### src/rtl/branch_predictor_bht.sv
// Direct-mapped branch history table with saturating counters, plus ID-stage
// branch resolution that raises redirects and keeps performance counters.
module branch_predictor_bht #(
  parameter int unsigned ADDR_W     = 32,
  parameter int unsigned DATA_W     = 8,
  parameter int unsigned IDX_W      = 4,
  parameter int unsigned CNT_W      = 2,
  parameter int unsigned SIGNED_CMP = 0
) (
  input  logic              clk,
  input  logic              rst_n,
  input  logic [ADDR_W-1:0] IF_pc,
  output logic              IF_pred_taken,
  output logic [ADDR_W-1:0] IF_pred_target,
  input  logic              ID_valid,
  input  logic [31:0]       ID_instruction,
  input  logic [ADDR_W-1:0] ID_pcplus4,
  input  logic [DATA_W-1:0] ID_read_data1,
  input  logic [DATA_W-1:0] ID_read_data2,
  input  logic              ID_pred_taken,
  input  logic [ADDR_W-1:0] ID_pred_target,
  output logic              pcsrc,
  output logic [ADDR_W-1:0] pc_addr,
  output logic              IFID_flush,
  output logic [15:0]       branch_count,
  output logic [15:0]       mispredict_count
);

  localparam int unsigned ENTRIES = 1 << IDX_W;
  localparam int unsigned TAG_W   = ADDR_W - IDX_W - 2;

  localparam logic [CNT_W-1:0] CNT_MAX = {CNT_W{1'b1}};
  localparam logic [CNT_W-1:0] CNT_WT  = {1'b1, {(CNT_W-1){1'b0}}};
  localparam logic [CNT_W-1:0] CNT_WNT = {1'b0, {(CNT_W-1){1'b1}}};

  localparam logic [5:0] OP_JUMP = 6'b000010;
  localparam logic [5:0] OP_BEQ  = 6'b000100;
  localparam logic [5:0] OP_BNE  = 6'b000001;
  localparam logic [5:0] OP_BLT  = 6'b000011;
  localparam logic [5:0] OP_BGE  = 6'b000101;

  logic              valid_q  [ENTRIES];
  logic [TAG_W-1:0]  tag_q    [ENTRIES];
  logic [ADDR_W-1:0] target_q [ENTRIES];
  logic [CNT_W-1:0]  cnt_q    [ENTRIES];

  // Fetch-side lookup always sees the pre-edge table contents
  logic [IDX_W-1:0] if_idx;
  logic [TAG_W-1:0] if_tag;

  assign if_idx = IF_pc[IDX_W+1:2];
  assign if_tag = IF_pc[ADDR_W-1:IDX_W+2];

  assign IF_pred_taken  = valid_q[if_idx] && (tag_q[if_idx] == if_tag) && cnt_q[if_idx][CNT_W-1];
  assign IF_pred_target = IF_pred_taken ? target_q[if_idx] : IF_pc + ADDR_W'(4);

  // Decode and resolve the instruction in ID
  logic [5:0]        opcode;
  logic              is_jump, is_beq, is_bne, is_blt, is_bge, is_cti;
  logic              lt, taken;
  logic [ADDR_W-1:0] br_imm, br_target, j_target, act_target, id_pc;
  logic [IDX_W-1:0]  id_idx;
  logic [TAG_W-1:0]  id_tag;
  logic              id_hit;

  assign opcode  = ID_instruction[31:26];
  assign is_jump = (opcode == OP_JUMP);
  assign is_beq  = (opcode == OP_BEQ);
  assign is_bne  = (opcode == OP_BNE);
  assign is_blt  = (opcode == OP_BLT);
  assign is_bge  = (opcode == OP_BGE);
  assign is_cti  = is_jump | is_beq | is_bne | is_blt | is_bge;

  assign lt = (SIGNED_CMP != 0) ? ($signed(ID_read_data1) < $signed(ID_read_data2))
                                : (ID_read_data1 < ID_read_data2);

  assign taken = is_jump
               | (is_beq & (ID_read_data1 == ID_read_data2))
               | (is_bne & (ID_read_data1 != ID_read_data2))
               | (is_blt & lt)
               | (is_bge & ~lt);

  assign br_imm     = ADDR_W'($signed(ID_instruction[15:0]));
  assign br_target  = ID_pcplus4 + (br_imm << 2);
  assign j_target   = {ID_pcplus4[ADDR_W-1:28], ID_instruction[25:0], 2'b00};
  assign act_target = is_jump ? j_target : br_target;
  assign id_pc      = ID_pcplus4 - ADDR_W'(4);
  assign id_idx     = id_pc[IDX_W+1:2];
  assign id_tag     = id_pc[ADDR_W-1:IDX_W+2];
  assign id_hit     = valid_q[id_idx] && (tag_q[id_idx] == id_tag);

  // Redirect on wrong direction or wrong target
  always_comb begin
    pcsrc   = 1'b0;
    pc_addr = ID_pcplus4;
    if (ID_valid) begin
      if (taken && (!ID_pred_taken || (ID_pred_target != act_target))) begin
        pcsrc   = 1'b1;
        pc_addr = act_target;
      end else if (!taken && ID_pred_taken) begin
        pcsrc   = 1'b1;
        pc_addr = ID_pcplus4;
      end
    end
    IFID_flush = pcsrc;
  end

  // Next contents of the ID-indexed entry
  logic              upd_en, upd_valid;
  logic [TAG_W-1:0]  upd_tag;
  logic [ADDR_W-1:0] upd_target;
  logic [CNT_W-1:0]  upd_cnt;

  always_comb begin
    upd_en     = 1'b0;
    upd_valid  = valid_q[id_idx];
    upd_tag    = tag_q[id_idx];
    upd_target = target_q[id_idx];
    upd_cnt    = cnt_q[id_idx];
    if (ID_valid) begin
      if (is_cti) begin
        if (id_hit) begin
          upd_en = 1'b1;
          if (is_jump)
            upd_cnt = CNT_MAX;
          else if (taken)
            upd_cnt = (cnt_q[id_idx] == CNT_MAX) ? CNT_MAX : cnt_q[id_idx] + CNT_W'(1);
          else
            upd_cnt = (cnt_q[id_idx] == '0) ? '0 : cnt_q[id_idx] - CNT_W'(1);
          if (taken)
            upd_target = act_target;
        end else if (taken) begin
          upd_en     = 1'b1;
          upd_valid  = 1'b1;
          upd_tag    = id_tag;
          upd_target = act_target;
          upd_cnt    = is_jump ? CNT_MAX : CNT_WT;
        end
      end else if (id_hit) begin
        // A non-branch matching an entry means the entry is stale
        upd_en    = 1'b1;
        upd_valid = 1'b0;
      end
    end
  end

  always_ff @(posedge clk or negedge rst_n) begin
    if (!rst_n) begin
      for (int unsigned i = 0; i < ENTRIES; i++) begin
        valid_q[i]  <= 1'b0;
        tag_q[i]    <= '0;
        target_q[i] <= '0;
        cnt_q[i]    <= CNT_WNT;
      end
    end else if (upd_en) begin
      valid_q[id_idx]  <= upd_valid;
      tag_q[id_idx]    <= upd_tag;
      target_q[id_idx] <= upd_target;
      cnt_q[id_idx]    <= upd_cnt;
    end
  end

  // Saturating performance counters
  always_ff @(posedge clk or negedge rst_n) begin
    if (!rst_n) begin
      branch_count     <= '0;
      mispredict_count <= '0;
    end else begin
      if (ID_valid && is_cti && (branch_count != 16'hFFFF))
        branch_count <= branch_count + 16'd1;
      if (pcsrc && (mispredict_count != 16'hFFFF))
        mispredict_count <= mispredict_count + 16'd1;
    end
  end

  logic unused_bits;
  assign unused_bits = ^{IF_pc[1:0], id_pc[1:0]};

endmodule
### config.mk
export PLATFORM = sky130hd
export DESIGN_NAME = branch_predictor_bht
export DESIGN_NICKNAME = d
export VERILOG_FILES = /design/src/rtl/branch_predictor_bht.sv
export SDC_FILE = /design/constraint.sdc
export NUM_CORES = 2
export LEC_CHECK = 0
export CORE_ASPECT_RATIO = 1.1
export CORE_MARGIN = 3
export CORE_UTILIZATION = 55
export DETAILED_ROUTE_END_ITERATION = 10
export DONT_BUFFER_PORTS = 1
export GPL_ROUTABILITY_DRIVEN = 0
export GPL_TIMING_DRIVEN = 0
export PLACE_DENSITY = 0.7
export SYNTH_ARGS = -nofsm -noshare
export SYNTH_HDL_FRONTEND = slang
export SYNTH_SLANG_ARGS = --single-unit
### constraint.sdc
create_clock -name clk -period 8 [get_ports clk]
set_input_delay 1.2 -clock clk [delete_from_list [all_inputs] [get_ports clk]]
set_output_delay 1.2 -clock clk [all_outputs]
set_load 0.05 [all_outputs]
==> results.sh <==
export IMPL_path_buf_inv=17
export IMPL_synth_simple_gate_area_share_pct=11.9
export IMPL_timing_final_crit_period_ns=8.06
export IMPL_vdd_ir_drop_worst_mv=0.193
export IMPL_min_delay_path_class="primary input to asynchronous set/reset pin"
export IMPL_synthFlopType="sky130_fd_sc_hd__dfrtp_1"
export IMPL_max_freq_mhz=124
export IMPL_critPathMaxStageDelay_ns=0.85
export IMPL_leakage_nw=27.4
export IMPL_routed_wire_length_per_instance_um=35.2
export IMPL_async_reset_ff_share_pct=100
export IMPL_drtIter0Drc=8521
export IMPL_worst_skew_pair_late_latency_ns=0.77
export IMPL_slew_viol_final=2
export IMPL_status="finished, violations left"
export IMPL_number_of_nets_with_antenna_violations_after_routing=0
export IMPL_post_synth_xor_area_fraction_pct=2.06
export IMPL_combinational_family_with_the_most_area_after_synthesis="multiplexers"
export IMPL_cts_sinks=1008
export IMPL_io_pin_count=247
export IMPL_power_per_cell_area_nw_per_um2=198
export IMPL_cts_buf_count=105
export IMPL_worstSetupPathType="primary input to flip-flop"
export IMPL_globalRouteTotalUtil_pct=43.9
export IMPL_post_synth_inst_count=5392
export IMPL_fp_dieW_um=318
export IMPL_synth_edff_count=0
export IMPL_reg2reg_to="tag_q[355]"
export IMPL_io_buffer_count=0
export IMPL_routed_via_density=7.36
export IMPL_gr_total_overflow=0
export IMPL_ys_ff_latch=1008
export IMPL_floorplan_initialDensity_pct=55.6
export IMPL_rrSetupSlack_ns=3.19
export IMPL_final_period_utilization_pct=101
export IMPL_compound_cell_area_share_of_the_yosys_netlist_pct=11.1
export IMPL_antenna_violations_before_repair=13
export IMPL_dpl_cell_area_sq_um=60600
export IMPL_ctsHtreeMaxLevel=3
export IMPL_synth_seq_area_share_pct=43.0
export IMPL_layout_drive_gt1_share_pct=23.0
export IMPL_finalSetupViolations=25
export IMPL_syn_avg_cell_area_sq_um=10.9
export IMPL_timing_critical_path_fanout_max=10
export IMPL_root_buffer="sky130_fd_sc_hd__clkbuf_16"
export IMPL_synth_cell_type_count=95
export IMPL_number_of_global_route_vias_before_repair=49600
export IMPL_adder_and_majority_cell_fraction_of_the_synthesized_area_pct=0.971
export IMPL_detail_route_first_pass_iterations=7
export IMPL_synth_mux_area_share_pct=26.7
export IMPL_worst_setup_path_start_kind="primary input"
export IMPL_grt_first_pass_wirelength_um=350000
export IMPL_critPathRequiredTime_ns=8.56
export IMPL_num_vias=51700
export IMPL_rr_startpoint="tag_q[82]"
export IMPL_rows=125
export IMPL_critPathArrivalTime_ns=8.62
export IMPL_route_final_wire_length_um=247000
export IMPL_fin_skew_ns=0.0523
export IMPL_worst_path_most_repeated_cell="sky130_fd_sc_hd__buf_4"
export IMPL_core_area_sq_um=106000
export IMPL_rsz0062_at_grt="true"
export IMPL_post_route_worst_setup_slack_ns=-0.0609
export IMPL_final_common_cell="sky130_fd_sc_hd__dfrtp_1"
export IMPL_max_cap_viol_count=1
export IMPL_failing_checks="max-capacitance violations, max-slew violations, negative setup slack"
export IMPL_synth_warnings=0
export IMPL_fin_area_sq_um=65100
export IMPL_total_neg_setup_slack_ns=-0.390
export IMPL_die_y_um=349
export IMPL_final_fill_count=8512
export IMPL_cts_root_to_sink_buffers=3
export IMPL_tightest_slew_ns=1.53
export IMPL_pin_count_of_the_biggest_net_entering_global_routing=1009
export IMPL_dp_final_hpwl_um=172000
export IMPL_cts_clk_slew_worst_paths_ns=0.07
export IMPL_area_growth_syn_to_layout_pct=10.9
export IMPL_finalNonFillerCells=7028
export IMPL_synth_cell_area_sq_um=58700
export IMPL_nets=5722
export IMPL_synth_fp_nets=5585
export IMPL_tritoncts="built"
export IMPL_hold_violations=0
export IMPL_most_common_layout_cells="sky130_fd_sc_hd__dfrtp_1 (992), sky130_fd_sc_hd__nand2_1 (956), sky130_fd_sc_hd__o21ai_0 (692)"
export IMPL_placed_cells_incl_taps=6796
export IMPL_remaining_drc_errors=0
export IMPL_die_footprint_sq_um=111000
export IMPL_r2r_cells=15
export IMPL_setup_worst_path_end_class="flip-flop"
export IMPL_dominant_delay_contributor_by_cell_family_on_the_critical_path="buffers and inverters"
export IMPL_slew_headroom_pct=-2.54
export IMPL_ctsHoldBuffers=0
export IMPL_worst_path_max_delay_cell="sky130_fd_sc_hd__clkbuf_1"
## per-layer routing
metal | global-route usage [%] | wire length, um | vias up | part of all wire [%]
met4 | 32.6 | 23400 | 6 | 9.5
met1 | 51.9 | 79900 | 25700 | 32
met3 | 22.8 | 42700 | 1227 | 17
li1 | - | - | 20000 | -
met5 | 0.741 | 153 | - | 0.062
met2 | 60.8 | 101000 | 4834 | 41
## final cells by class
class	instances	area, sq um	area share, %
inverter	106	398	0.611
timing repair buffer	31	349	0.536
buffer	480	2390	3.67
multi-input combinational	3797	31500	48.3
sequential	1008	25200	38.8
clock buffer	147	3020	4.63
tap	1397	1750	2.68
clock inverter	42	490	0.753
antenna	20	50.0	0.0768
## worst register-to-register path, delay by kind of cell, from the launching register on
family	cells	cell delay [ns]
compound gates	7	1.78
buf+inv	5	1.52
flops	1	0.40
mux	1	0.62
simple gates	2	0.27
## cell usage after synthesis, types with 6 or more instances
| cell | n | area (sq um) |
|---|---|---|
| sky130_fd_sc_hd__a2111oi_0 | 8 | 70.1 |
| sky130_fd_sc_hd__a211oi_1 | 12 | 90.1 |
| sky130_fd_sc_hd__a21o_1 | 17 | 128 |
| sky130_fd_sc_hd__a21oi_1 | 213 | 1070 |
| sky130_fd_sc_hd__a31oi_1 | 29 | 181 |
| sky130_fd_sc_hd__and2_1 | 17 | 106 |
| sky130_fd_sc_hd__and3_1 | 61 | 382 |
| sky130_fd_sc_hd__buf_1 | 31 | 116 |
| sky130_fd_sc_hd__buf_2 | 162 | 811 |
| sky130_fd_sc_hd__buf_4 | 27 | 203 |
| sky130_fd_sc_hd__buf_6 | 7 | 78.8 |
| sky130_fd_sc_hd__clkbuf_1 | 254 | 953 |
| sky130_fd_sc_hd__dfrtp_1 | 992 | 24800 |
| sky130_fd_sc_hd__dfstp_2 | 16 | 420 |
| sky130_fd_sc_hd__ha_1 | 44 | 551 |
| sky130_fd_sc_hd__inv_1 | 106 | 398 |
| sky130_fd_sc_hd__mux2_2 | 153 | 1720 |
| sky130_fd_sc_hd__mux2i_1 | 149 | 1490 |
| sky130_fd_sc_hd__mux2i_4 | 12 | 270 |
| sky130_fd_sc_hd__mux4_2 | 534 | 12000 |
| sky130_fd_sc_hd__nand2_1 | 956 | 3590 |
| sky130_fd_sc_hd__nand3_1 | 129 | 646 |
| sky130_fd_sc_hd__nand3b_1 | 8 | 60.1 |
| sky130_fd_sc_hd__nand4_1 | 40 | 250 |
| sky130_fd_sc_hd__nor2_1 | 219 | 822 |
| sky130_fd_sc_hd__nor2b_1 | 9 | 56.3 |
| sky130_fd_sc_hd__nor3_1 | 43 | 215 |
| sky130_fd_sc_hd__nor4_1 | 19 | 119 |
| sky130_fd_sc_hd__o211a_1 | 9 | 90.1 |
| sky130_fd_sc_hd__o211ai_1 | 27 | 203 |
| sky130_fd_sc_hd__o21a_1 | 15 | 113 |
| sky130_fd_sc_hd__o21ai_0 | 693 | 3470 |
| sky130_fd_sc_hd__o21ai_1 | 59 | 295 |
| sky130_fd_sc_hd__o31a_1 | 8 | 70.1 |
| sky130_fd_sc_hd__o31ai_1 | 11 | 82.6 |
| sky130_fd_sc_hd__or2_2 | 6 | 37.5 |
| sky130_fd_sc_hd__or3_1 | 31 | 194 |
| sky130_fd_sc_hd__or4_1 | 13 | 97.6 |
| sky130_fd_sc_hd__xnor2_1 | 83 | 727 |
| sky130_fd_sc_hd__xor2_1 | 49 | 429 |
## kinds of logic after synthesis
| group | after synthesis |
|---|---|
| multiplexers | 859 |
| AND/OR/NAND/NOR | 1592 |
| adder cells (fa/ha/maj) | 45 |
| flip-flops | 1008 |
| XOR/XNOR | 134 |
| buffers and inverters | 587 |
| AO/OA/AOI/OAI | 1167 |
## sequential cells by signal (all words and copies together), names as in the netlist
register / flops
target_q: 512
tag_q: 416
cnt_q: 32
branch_count: 16
mispredict_count: 16
valid_q: 16
## metrics by stage
stage          worst slack, ns  total power [mW]  hold slack (ns)  util, %
2_1_floorplan            0.276              6.89            0.461        -
3_3_place_gp             -3.64              7.50            0.473     57.2
6_report               -0.0609              12.9            0.315     61.6
5_1_grt                -0.0378              13.1            0.427     61.6
3_5_place_dp             -3.78              7.55            0.486     57.3
4_1_cts                 -0.142              12.6            0.184     61.2
## what timing repair did
action / 4_1_cts / 5_1_grt
resized for setup: 171 / 104
gates cloned: 0 / 0
pin swaps: 7 / 2
setup buffers: 12 / 5
setup endpoints to repair: 1015 / 985
## power breakdown
part | internal (mW) | switching, mW | total (mW)
logic | 0.744 | 1.40 | 2.14
registers | 5.31 | 0.269 | 5.58
clock network | 2.86 | 2.30 | 5.16
total | 8.91 | 3.97 | 12.9
## worst max-delay path by stage
stage	end	depth (start not counted)	startpoint	slack, ns
after detailed placement	tag_q[371]	25	ID_pcplus4[2]	-3.78
final	tag_q[355]	27	ID_pcplus4[2]	-0.06
after CTS	pc_addr[2]	15	ID_instruction[0]	-0.14
after global placement	target_q[506]	25	ID_pcplus4[2]	-3.64
after floorplan	IF_pred_target[0]	14	IF_pc[2]	0.28
after global routing	tag_q[355]	27	ID_pcplus4[2]	-0.04
(Power assumes the default switching activity.)
